**src/rtl/retire_mon_pkg.sv**
```systemverilog
// Shared types for the pipeline retirement monitor: FSM state encoding and trace entry layout.
package retire_mon_pkg;

  typedef enum logic [1:0] {
    ST_IDLE    = 2'd0,
    ST_RUN     = 2'd1,
    ST_HALTED  = 2'd2,
    ST_TIMEOUT = 2'd3
  } mon_state_e;

  // Trace entry at the core's native 32-bit width; the buffer stores {pc, wb} in this order.
  localparam int unsigned TRACE_XLEN_DEF = 32;

  typedef struct packed {
    logic [TRACE_XLEN_DEF-1:0] pc;
    logic [TRACE_XLEN_DEF-1:0] wb;
  } trace_entry_t;

endpackage

```
**src/rtl/retire_trace_buf.sv**
```systemverilog
// Circular trace of the last DEPTH commits, read back newest-relative with a registered port.
module retire_trace_buf
  import retire_mon_pkg::*;
#(
  parameter int unsigned XLEN  = 32,
  parameter int unsigned DEPTH = 16
) (
  input  logic                     i_clk,
  input  logic                     i_clr,
  input  logic                     i_wr_en,
  input  logic [XLEN-1:0]          i_wr_pc,
  input  logic [XLEN-1:0]          i_wr_wb,
  input  logic [$clog2(DEPTH)-1:0] i_rd_idx,
  output logic [XLEN-1:0]          o_rd_pc,
  output logic [XLEN-1:0]          o_rd_wb,
  output logic                     o_rd_vld
);

  localparam int unsigned IDX_W  = $clog2(DEPTH);
  localparam int unsigned FILL_W = IDX_W + 1;

  logic [2*XLEN-1:0] mem [DEPTH];
  logic [IDX_W-1:0]  wr_ptr;
  logic [IDX_W-1:0]  rd_addr;
  logic [FILL_W-1:0] fill;
  logic              rd_hit;
  logic              wr_go;

  assign wr_go   = i_wr_en && !i_clr;
  // Index 0 is the entry just behind the write pointer; reads see pre-write contents.
  assign rd_addr = wr_ptr - IDX_W'(1) - i_rd_idx;
  assign rd_hit  = {1'b0, i_rd_idx} < fill;

  always_ff @(posedge i_clk) begin
    if (wr_go) mem[wr_ptr] <= {i_wr_pc, i_wr_wb};
  end

  always_ff @(posedge i_clk) begin
    if (i_clr) begin
      wr_ptr   <= '0;
      fill     <= '0;
      o_rd_pc  <= '0;
      o_rd_wb  <= '0;
      o_rd_vld <= 1'b0;
    end else begin
      if (wr_go) begin
        wr_ptr <= wr_ptr + IDX_W'(1);
        if (fill != FILL_W'(DEPTH)) fill <= fill + FILL_W'(1);
      end
      o_rd_vld <= rd_hit;
      if (rd_hit) {o_rd_pc, o_rd_wb} <= mem[rd_addr];
      else        {o_rd_pc, o_rd_wb} <= '0;
    end
  end

endmodule

```
**src/rtl/pipeline_retire_monitor.sv**
```systemverilog
// Retirement monitor: counters, halt/stall detection FSM and optional commit trace.
// Trace buffer and read port are built only when RETIRE_MON_TRACE_EN is defined.
module pipeline_retire_monitor
  import retire_mon_pkg::*;
#(
  parameter int unsigned XLEN        = 32,
  parameter int unsigned TRACE_DEPTH = 16,
  parameter int unsigned CNT_W       = 32,
  parameter int unsigned HALT_REPEAT = 4,
  parameter int unsigned TIMEOUT     = 1024
) (
  input  logic                           i_clk,
  input  logic                           i_rst_n,
  input  logic                           i_enable,
  input  logic                           i_clear,
  input  logic                           i_insn_vld,
  input  logic [XLEN-1:0]                i_pc,
  input  logic [XLEN-1:0]                i_wb_data,
  input  logic [$clog2(TRACE_DEPTH)-1:0] i_rd_idx,
  output logic [XLEN-1:0]                o_rd_pc,
  output logic [XLEN-1:0]                o_rd_wb,
  output logic                           o_rd_vld,
  output logic [CNT_W-1:0]               o_retired,
  output logic [CNT_W-1:0]               o_cycles,
  output logic [1:0]                     o_state,
  output logic                           o_halted,
  output logic                           o_timeout
);

  localparam int unsigned RPT_W  = $clog2(HALT_REPEAT + 1);
  localparam int unsigned IDLE_W = $clog2(TIMEOUT + 1);

  mon_state_e        state;
  logic [XLEN-1:0]   last_pc;
  logic [RPT_W-1:0]  rpt_cnt;
  logic [RPT_W-1:0]  rpt_next;
  logic [IDLE_W-1:0] idle_cnt;
  logic [IDLE_W-1:0] idle_next;
  logic              clr;
  logic              commit;
  logic              halt_hit;
  logic              timeout_hit;

  assign clr    = !i_rst_n || i_clear;
  assign commit = (state == ST_RUN) && i_insn_vld;

  // last_pc clears to 0 with rpt_cnt 0, so a first commit at PC 0 still yields a count of 1.
  always_comb begin
    rpt_next = RPT_W'(1);
    if (i_pc == last_pc) rpt_next = rpt_cnt + RPT_W'(1);
  end

  assign idle_next   = i_insn_vld ? '0 : idle_cnt + IDLE_W'(1);
  assign halt_hit    = commit && (rpt_next == RPT_W'(HALT_REPEAT));
  assign timeout_hit = (state == ST_RUN) && (idle_next == IDLE_W'(TIMEOUT));

  always_ff @(posedge i_clk) begin
    if (clr) begin
      state     <= ST_IDLE;
      o_retired <= '0;
      o_cycles  <= '0;
      o_halted  <= 1'b0;
      o_timeout <= 1'b0;
      last_pc   <= '0;
      rpt_cnt   <= '0;
      idle_cnt  <= '0;
    end else begin
      unique case (state)
        ST_IDLE: if (i_enable) state <= ST_RUN;
        ST_RUN: begin
          if (o_cycles != '1) o_cycles <= o_cycles + CNT_W'(1);
          if (i_insn_vld) begin
            if (o_retired != '1) o_retired <= o_retired + CNT_W'(1);
            last_pc <= i_pc;
            rpt_cnt <= rpt_next;
          end
          idle_cnt <= idle_next;
          if (halt_hit) begin
            state    <= ST_HALTED;
            o_halted <= 1'b1;
          end else if (timeout_hit) begin
            state     <= ST_TIMEOUT;
            o_timeout <= 1'b1;
          end else if (!i_enable) begin
            state    <= ST_IDLE;
            idle_cnt <= '0;
          end
        end
        ST_HALTED:  ;
        ST_TIMEOUT: ;
      endcase
    end
  end

  assign o_state = state;

`ifdef RETIRE_MON_TRACE_EN
  retire_trace_buf #(
    .XLEN  (XLEN),
    .DEPTH (TRACE_DEPTH)
  ) u_trace (
    .i_clk    (i_clk),
    .i_clr    (clr),
    .i_wr_en  (commit),
    .i_wr_pc  (i_pc),
    .i_wr_wb  (i_wb_data),
    .i_rd_idx (i_rd_idx),
    .o_rd_pc  (o_rd_pc),
    .o_rd_wb  (o_rd_wb),
    .o_rd_vld (o_rd_vld)
  );
`else
  logic unused_trace_inputs;
  assign unused_trace_inputs = ^{i_wb_data, i_rd_idx};
  assign o_rd_pc  = '0;
  assign o_rd_wb  = '0;
  assign o_rd_vld = 1'b0;
`endif

endmodule

```
**config.mk**
```make
export PLATFORM = sky130hd
export DESIGN_NAME = pipeline_retire_monitor
export DESIGN_NICKNAME = d
export VERILOG_FILES = /design/src/rtl/retire_mon_pkg.sv /design/src/rtl/retire_trace_buf.sv /design/src/rtl/pipeline_retire_monitor.sv
export SDC_FILE = /design/constraint.sdc
export NUM_CORES = 1
export LEC_CHECK = 0
export CORE_AREA = 3 3 126 128
export CTS_CLUSTER_DIAMETER = 100
export DETAILED_ROUTE_END_ITERATION = 8
export DIE_AREA = 0 0 129 131
export PLACE_DENSITY = 0.71
export SYNTH_ARGS = -nofsm -noshare
export SYNTH_HDL_FRONTEND = slang
export SYNTH_HIERARCHICAL = 1
export SYNTH_SLANG_ARGS = --single-unit
```
**constraint.sdc**
```tcl
create_clock -name i_clk -period 3.5 [get_ports i_clk]
set_clock_uncertainty 0.15 [all_clocks]
set_input_delay 0.525 -clock i_clk [delete_from_list [all_inputs] [get_ports i_clk]]
set_output_delay 0.525 -clock i_clk [all_outputs]
set_load 0.02 [all_outputs]
```
==> results.txt, run 1 <==
----------------------------------------------------
[Route]
  Via density per instance ... 4.91
  Final WL ... 13.5 mm
  Routed wirelength normalized by instance count ... 12.9 um
  Iter 0 DRT Violations ... 180
  Remaining DRCs ... 0
  Total via count in the routed design ... 5149
  Number of iterations in the first detailed-routing pass ... 4
  Antenna viol nets, final ... 0

[Pwr]
  Worst supply voltage drop on vdd ... 0.315 mV
  Power Dens Cells ... 443 nW/um2
  Final Power ... 3.35 mW
  Leakage ... 2.61 nW

[Timing]
  Hold_ws ... 0.312 ns
  Maximum clock rate ... 0.330 GHz
  Min Clock Period, post-route ... 3.03 ns
  Unrepaired setup endpoints after global routing ... false
  Total negative slack for setup checks ... 0 ns
  Final setup viols ... 0
  Slew Limit Fails ... 0
  Final Hold Fails ... 0
  Tightest Pin Transition ... 0.982 ns
  Final worst-path cycle share ... 86.6%
  Max transition margin ... 32.8%

[Yosys]
  Warning count from the yosys run ... 6
  Number of cells produced by synthesis ... 743
  Distinct cells, synth ... 53
  Number of enable flip-flop cells after synthesis ... 0
  Most used flip-flop cell after synthesis ... sky130_fd_sc_hd__dfxtp_1
  Post-synthesis cell area ... 5920 um2
  Mean cell area of the mapped netlist ... 7.97 um2
  Sequential cell area fraction in the yosys report ... 38.5%
  Fraction of post-synthesis cell area in the top cell type by area ... 38.5%
  Share of async-settable or async-resettable flops after synthesis ... 0%
  Flop and latch count out of synthesis ... 114
  Most area-hungry cell type in the Yosys netlist ... sky130_fd_sc_hd__dfxtp_1
  Ranking of synthesized cells by area ... sky130_fd_sc_hd__dfxtp_1 (39%), sky130_fd_sc_hd__buf_4 (8.4%), sky130_fd_sc_hd__nand2_1 (7.0%), sky130_fd_sc_hd__xor2_1 (6.8%), sky130_fd_sc_hd__xnor2_1 (5.3%)

[Final layout]
  Design area ... 7560 um2
  Multi-input logic area ... 3240 um2
  Post-layout utilization of the core ... 50.5%
  Proportion of layout cells with a drive suffix above 1 ... 5.70%
  Nets ... 924
  Final antenna diode count ... 0
  Area occupied by registers ... 2280 um2
  P&R area growth vs syn ... 27.7%
  Fill cell instance count of the final layout ... 1442
  Most common cell after layout, fill and taps aside ... sky130_fd_sc_hd__dfxtp_1
  Leading cell types in the layout, fill and taps excluded ... sky130_fd_sc_hd__dfxtp_1 (114), sky130_fd_sc_hd__nand2_1 (111), sky130_fd_sc_hd__clkdlybuf4s50_1 (104)

[Clocking]
  Number of buffers inserted by post-CTS setup repair ... 0
  Total number of clock tree sinks ... 114
  CTS max path bufs ... 2
  CTS tree ... done
  Number of levels the H-tree was split into ... 4
  Post-CTS resize count ... 0
  # hold bufs at CTS ... 0
  Clock network latency to the later pin of the worst-skew pair ... 0.41 ns
  Number of buffers created by CTS ... 17
  Root buffer cell ... sky130_fd_sc_hd__clkbuf_16
  Clk slew on worst S/H paths ... 0.05 ns

[Floorplanning]
  Floorplan row count ... 45
  Initial core utilization ... 39.5%
  Die Area ... 16900 um2
  Core area ... 15000 um2
  I/O pin count ... 206
  Floorplan die width ... 129 um
  Vert. Die Dim ... 131 um

[Flow run]
  Number of max-cap violations ... 0

[Critical path]
  Maximum net fanout on the critical path ... 7
  Biggest cell delay along the critical path ... 0.87 ns
  Critical path's slowest cell ... sky130_fd_sc_hd__a2111oi_0
  Critical Path RT ... 3.68 ns
  Category of the most critical setup path ... register to register
  Cell breakdown of the critical path ... ha_1 > nand3_1 > or4_1 > a21o_1 > a2111oi_0 > o21ai_1 > a21oi_1
  Critical Path Sink Type ... register
  Startpoint type of the worst setup path ... register
  CP top delay family ... compound AO/OA/AOI/OAI gates
  Signal arrival time at the worst endpoint ... 3.21 ns
  Crit path buffers/inverters ... 0

[Placement]
  Count of input and output buffers ... 104
  DP Wirelength ... 9.49 mm
  Area post-placement ... 6930 um2
  Routability-driven placement congestion ratio ... 0.858

[GRT]
  Leftover overflow at the end of global routing ... 0
  Number of antenna violations at the first check in global routing ... 0
  Vias in the first global route ... 4610
  First-pass GRT wire length ... 21.9 mm
  Largest net degree at the start of global routing ... 47
  Global Route Usage Sum ... 15.9%

[Worst hold path]
  Tightest Hold Check Type ... register to register

[Run status]
  Status ... finished, final reports clean

----------------------------------------------------
## state kept, by name, summed over array words and instances, names as in the netlist
signal,cells
last_pc,32
o_cycles,32
o_timeout,1
o_halted,1
idle_cnt,11
o_retired,32
o_state,2
rpt_cnt,3
## layer usage
metal  global-route usage [%]  vias to the layer above  share of wire (%)  routed length, um
li1                         -                     2625                  -                  -
met1                     20.3                     2370                 47               6300
met3                     4.27                       19                4.6                625
met5                        0                        -                  0                  0
met2                     25.4                      135                 47               6400
met4                     6.49                        0                1.5                199
## through the flow
step,instances,setup WS (ns)
2_1_floorplan,807,0.872
3_3_place_gp,1016,0.366
3_5_place_dp,1016,0.328
4_1_cts,1048,0.466
5_1_grt,1048,0.226
6_report,1048,0.468
## Yosys cell counts (all sizes together) (4+ instances only)
| cell | instances |
|---|---|
| dfxtp | 114 |
| nand2 | 112 |
| buf | 71 |
| nor2 | 69 |
| a21oi | 55 |
| xor2 | 46 |
| xnor2 | 36 |
| nand3 | 30 |
| o21ai | 26 |
| nor3 | 24 |
| clkbuf | 23 |
| nand4 | 18 |
| nor4 | 15 |
| or3 | 15 |
| inv | 13 |
| and4 | 10 |
| and2 | 7 |
| a211oi | 6 |
| and3 | 5 |
| nand2b | 5 |
| or4 | 5 |
| ha | 4 |
| nor2b | 4 |
## path summary, 6_finish.rpt
path                from     endpoint  slack, ns  cells past startpoint
max          idle_cnt[0]   o_state[0]       0.47                      7
min          last_pc[17]  last_pc[17]       0.31                      2
max reg2reg  idle_cnt[0]   o_state[0]       0.47                      7
min reg2reg  last_pc[17]  last_pc[17]       0.31                      2
## worst reg2reg max path, delay by kind of cell (launching register included)
kind                       cells  cell delay, ns
DFF                            1            0.44
adders and majority gates      1            0.33
AOI/OAI and AO/OA              4            1.39
and+or+nand+nor                2            0.66
## cell type report
type / count / area share (%)
clock buffers: 22 / 6.40
clock inverters: 10 / 2.03
inverters: 13 / 0.645
multi-input cells: 586 / 42.8
flip-flops and latches: 114 / 30.2
well taps: 188 / 3.11
repair buffers: 115 / 14.9
## cell families after synthesis
| kind of cell | after synthesis | share of synthesized area (%) |
|---|---|---|
| and+or+nand+nor | 325 | 26.4 |
| DFF | 114 | 38.5 |
| AOI/OAI and AO/OA | 107 | 10.5 |
| buffers and inverters | 107 | 11.0 |
| xor gates and xnor gates | 82 | 12.1 |
| adders and majority gates | 4 | 0.845 |
| muxes | 3 | 0.528 |
| other | 1 | 0.0633 |
## power breakdown
part | internal (mW) | switching (mW) | total (mW)
clock | 1.26 | 0.589 | 1.85
combinational | 0.0616 | 0.131 | 0.193
sequential | 1.30 | 0.00381 | 1.31
total | 2.63 | 0.724 | 3.35
Note: power is estimated with default switching activity, not from simulation.
==> run 2: changes to the inputs <==
- CTS_CLUSTER_DIAMETER: 100 -> default
==> results of run 2 <==
Final layout, timing and power as in run 1 (identical DEF).
==> run 3: changes to the inputs <==
- CORE_AREA: 3 3 126 128 -> 3 3 141 115
- DIE_AREA: 0 0 129 131 -> 0 0 144 118
==> run 3 against run 2 <==
Power fell by 0.62%. Critical path depth rose by 1. Maximum frequency rose by 1.5%. First-iteration DRC count rose by 98%. Sequential power barely moved. Count of clock-buffer cells in the layout did not move. Global-route usage rose by 0.52 points. Design area barely moved.
==> results.txt, run 3 (synthesized netlist as in run 1, its figures left out) <==
----------------------------------------------------
[Run status]
  Status ... finished, final reports clean (unchanged)

[Worst hold path]
  Endpoint with the worst hold slack ... last_pc[31] (was last_pc[17])
  Depth of the worst hold-timing path ... 2 (unchanged)
  Tightest Hold Check Type ... register to register (unchanged)
  Origin of the worst min-delay path ... last_pc[31] (was last_pc[17])

[Critical path]
  Critical Path Sink Type ... register (unchanged)
  Signal arrival time at the worst endpoint ... 3.14 ns (was 3.21 ns)
  Reg2reg path depth ... 8 (was 7)
  Capturing point of the worst reg2reg path ... idle_cnt[4] (was o_state[0])
  Critical Path RT ... 3.66 ns (was 3.68 ns)
  Maximum net fanout on the critical path ... 8 (was 7)
  Startpoint type of the worst setup path ... register (unchanged)
  Category of the most critical setup path ... register to register (unchanged)
  Worst setup startpoint ... idle_cnt[0] (unchanged)
  Flop-to-flop setup slack ... 0.51 ns (was 0.47 ns)
  Startpoint of the worst-slack reg-to-reg timing path ... idle_cnt[0] (unchanged)

[GRT]
  Leftover overflow at the end of global routing ... 0 (unchanged)
  First-pass GRT wire length ... 22.9 mm (was 21.9 mm)
  Global Route Usage Sum ... 16.4% (was 15.9%)
  Number of antenna violations at the first check in global routing ... 0 (unchanged)
  Vias in the first global route ... 4628 (was 4610)
  Largest net degree at the start of global routing ... 83 (was 47)

[Timing]
  Maximum clock rate ... 0.335 GHz (was 0.330 GHz)
  Final Hold Fails ... 0 (unchanged)
  Max transition margin ... 37.0% (was 32.8%)
  Min Clock Period, post-route ... 2.99 ns (was 3.03 ns)
  Unrepaired setup endpoints after global routing ... false (unchanged)
  Total negative slack for setup checks ... 0 ns (unchanged)
  Tightest Pin Transition ... 0.938 ns (was 0.982 ns)
  Final worst-path cycle share ... 85.4% (was 86.6%)
  Final setup viols ... 0 (unchanged)
  Slew Limit Fails ... 0 (unchanged)

[Clocking]
  Root buffer cell ... sky130_fd_sc_hd__clkbuf_16 (unchanged)
  Number of buffers inserted by post-CTS setup repair ... 0 (unchanged)
  # hold bufs at CTS ... 0 (unchanged)
  CTS tree ... done (unchanged)
  Number of levels the H-tree was split into ... 4 (unchanged)
  Clock network latency to the later pin of the worst-skew pair ... 0.40 ns (was 0.41 ns)
  Post-CTS resize count ... 0 (unchanged)
  Clk slew on worst S/H paths ... 0.05 ns (about the same)
  Number of buffers created by CTS ... 17 (unchanged)
  Total number of clock tree sinks ... 114 (unchanged)
  CTS max path bufs ... 2 (unchanged)

[Route]
  Routed wirelength normalized by instance count ... 13.4 um (was 12.9 um)
  Remaining DRCs ... 0 (unchanged)
  Iter 0 DRT Violations ... 356 (was 180)
  Number of iterations in the first detailed-routing pass ... 4 (unchanged)
  Final WL ... 14.0 mm (was 13.5 mm)
  Via density per instance ... 4.90 (was 4.91)
  Total via count in the routed design ... 5142 (was 5149)
  Antenna viol nets, final ... 0 (unchanged)

[Final layout]
  Most common cell after layout, fill and taps aside ... sky130_fd_sc_hd__dfxtp_1 (unchanged)
  Proportion of layout cells with a drive suffix above 1 ... 5.58% (was 5.70%)
  Final antenna diode count ... 0 (unchanged)
  Nets ... 924 (unchanged)
  P&R area growth vs syn ... 27.8% (was 27.7%)
  Final cell count without fillers ... 1049 (was 1048)
  Largest regs ... last_pc (32), o_cycles (32), o_retired (32) (unchanged)
  Leading cell types in the layout, fill and taps excluded ... sky130_fd_sc_hd__dfxtp_1 (114), sky130_fd_sc_hd__nand2_1 (111), sky130_fd_sc_hd__clkdlybuf4s50_1 (104) (unchanged)

[Floorplanning]
  Core area ... 15000 um2 (about the same)
  Vert. Die Dim ... 118 um (was 131 um)
  Initial core utilization ... 39.6% (was 39.5%)
  Die Area ... 17000 um2 (was 16900 um2)
  I/O pin count ... 206 (unchanged)
  Floorplan row count ... 40 (was 45)
  Floorplan die width ... 144 um (was 129 um)

[Placement]
  Placed Cells incl. Taps ... 1017 (was 1016)
  DP Wirelength ... 9.91 mm (was 9.49 mm)
  Routability-driven placement congestion ratio ... 0.831 (was 0.858)
  Count of input and output buffers ... 104 (unchanged)

[Pwr]
  Leakage ... 2.61 nW (about the same)
  Worst supply voltage drop on vdd ... 0.306 mV (was 0.315 mV)
  Power Dens Cells ... 440 nW/um2 (was 443 nW/um2)

[Flow run]
  Number of max-cap violations ... 0 (unchanged)

----------------------------------------------------
[run 3: cell count changes in the layout (fill, tap and decap cells not counted)]
cell	previous run	this run
sky130_fd_sc_hd__buf_12	0	1
sky130_fd_sc_hd__buf_4	11	10
sky130_fd_sc_hd__clkbuf_1	1	2
sky130_fd_sc_hd__clkbuf_8	4	3
sky130_fd_sc_hd__clkinv_2	5	4
sky130_fd_sc_hd__clkinv_4	1	0
sky130_fd_sc_hd__clkinvlp_4	0	2
[run 3: routing by layer]
metal,vias up,wire length (um),GRT usage (%)
li1,2623,-,-
met1,2379,6740,22.9
met5,-,0,0
met3,10,828,5.56
met4,0,104,4.06
met2,130,6360,24.2
[run 3: worst max-delay path by stage]
stage | end | slack, ns | cells past startpoint
final | idle_cnt[4] | 0.51 | 8
after floorplan | idle_cnt[4] | 0.87 | 8
after CTS | idle_cnt[4] | 0.54 | 8
after detailed placement | idle_cnt[4] | 0.41 | 9
after global placement | idle_cnt[4] | 0.39 | 9
after global routing | idle_cnt[4] | 0.36 | 8
[run 3: where the power goes]
| group | switching, mW | internal [mW] |
|---|---|---|
| combinational | 0.133 | 0.0635 |
| clock | 0.583 | 1.24 |
| sequential | 0.00384 | 1.30 |
| total | 0.720 | 2.61 |
[run 3: stage by stage]
stage / area (um2) / worst slack, ns / hold slack, ns / power (mW) / utilization, %
floorplan: 6160 / 0.872 / 0.298 / 1.51 / -
global placement: 6940 / 0.391 / 0.304 / 1.53 / 46.4
detailed placement: 6940 / 0.410 / 0.308 / 1.53 / 46.4
CTS: 7570 / 0.539 / 0.316 / 3.36 / 50.6
global route: 7570 / 0.364 / 0.332 / 3.44 / 50.6
finish: 7570 / 0.512 / 0.313 / 3.33 / 50.6
[run 3: critical path: stages, from the launching register on]
cell and delay (ns):
sky130_fd_sc_hd__dfxtp_1 0.44, sky130_fd_sc_hd__ha_1 0.33, sky130_fd_sc_hd__nand3_1 0.17, sky130_fd_sc_hd__or4_1 0.48, sky130_fd_sc_hd__a21o_1 0.21, sky130_fd_sc_hd__a2111o_1 0.52, sky130_fd_sc_hd__a21oi_2 0.26, sky130_fd_sc_hd__nand2_2 0.14
sky130_fd_sc_hd__o31ai_2 0.19
[run 3: cell type report]
cell class | instances | area [um2]
clock inverters | 10 | 155
clock buffers | 22 | 474
multi-input cells | 586 | 3240
repair buffers | 115 | 1140
well taps | 189 | 236
fillers | 1441 | 7400
inverters | 13 | 48.8
flip-flops and latches | 114 | 2280
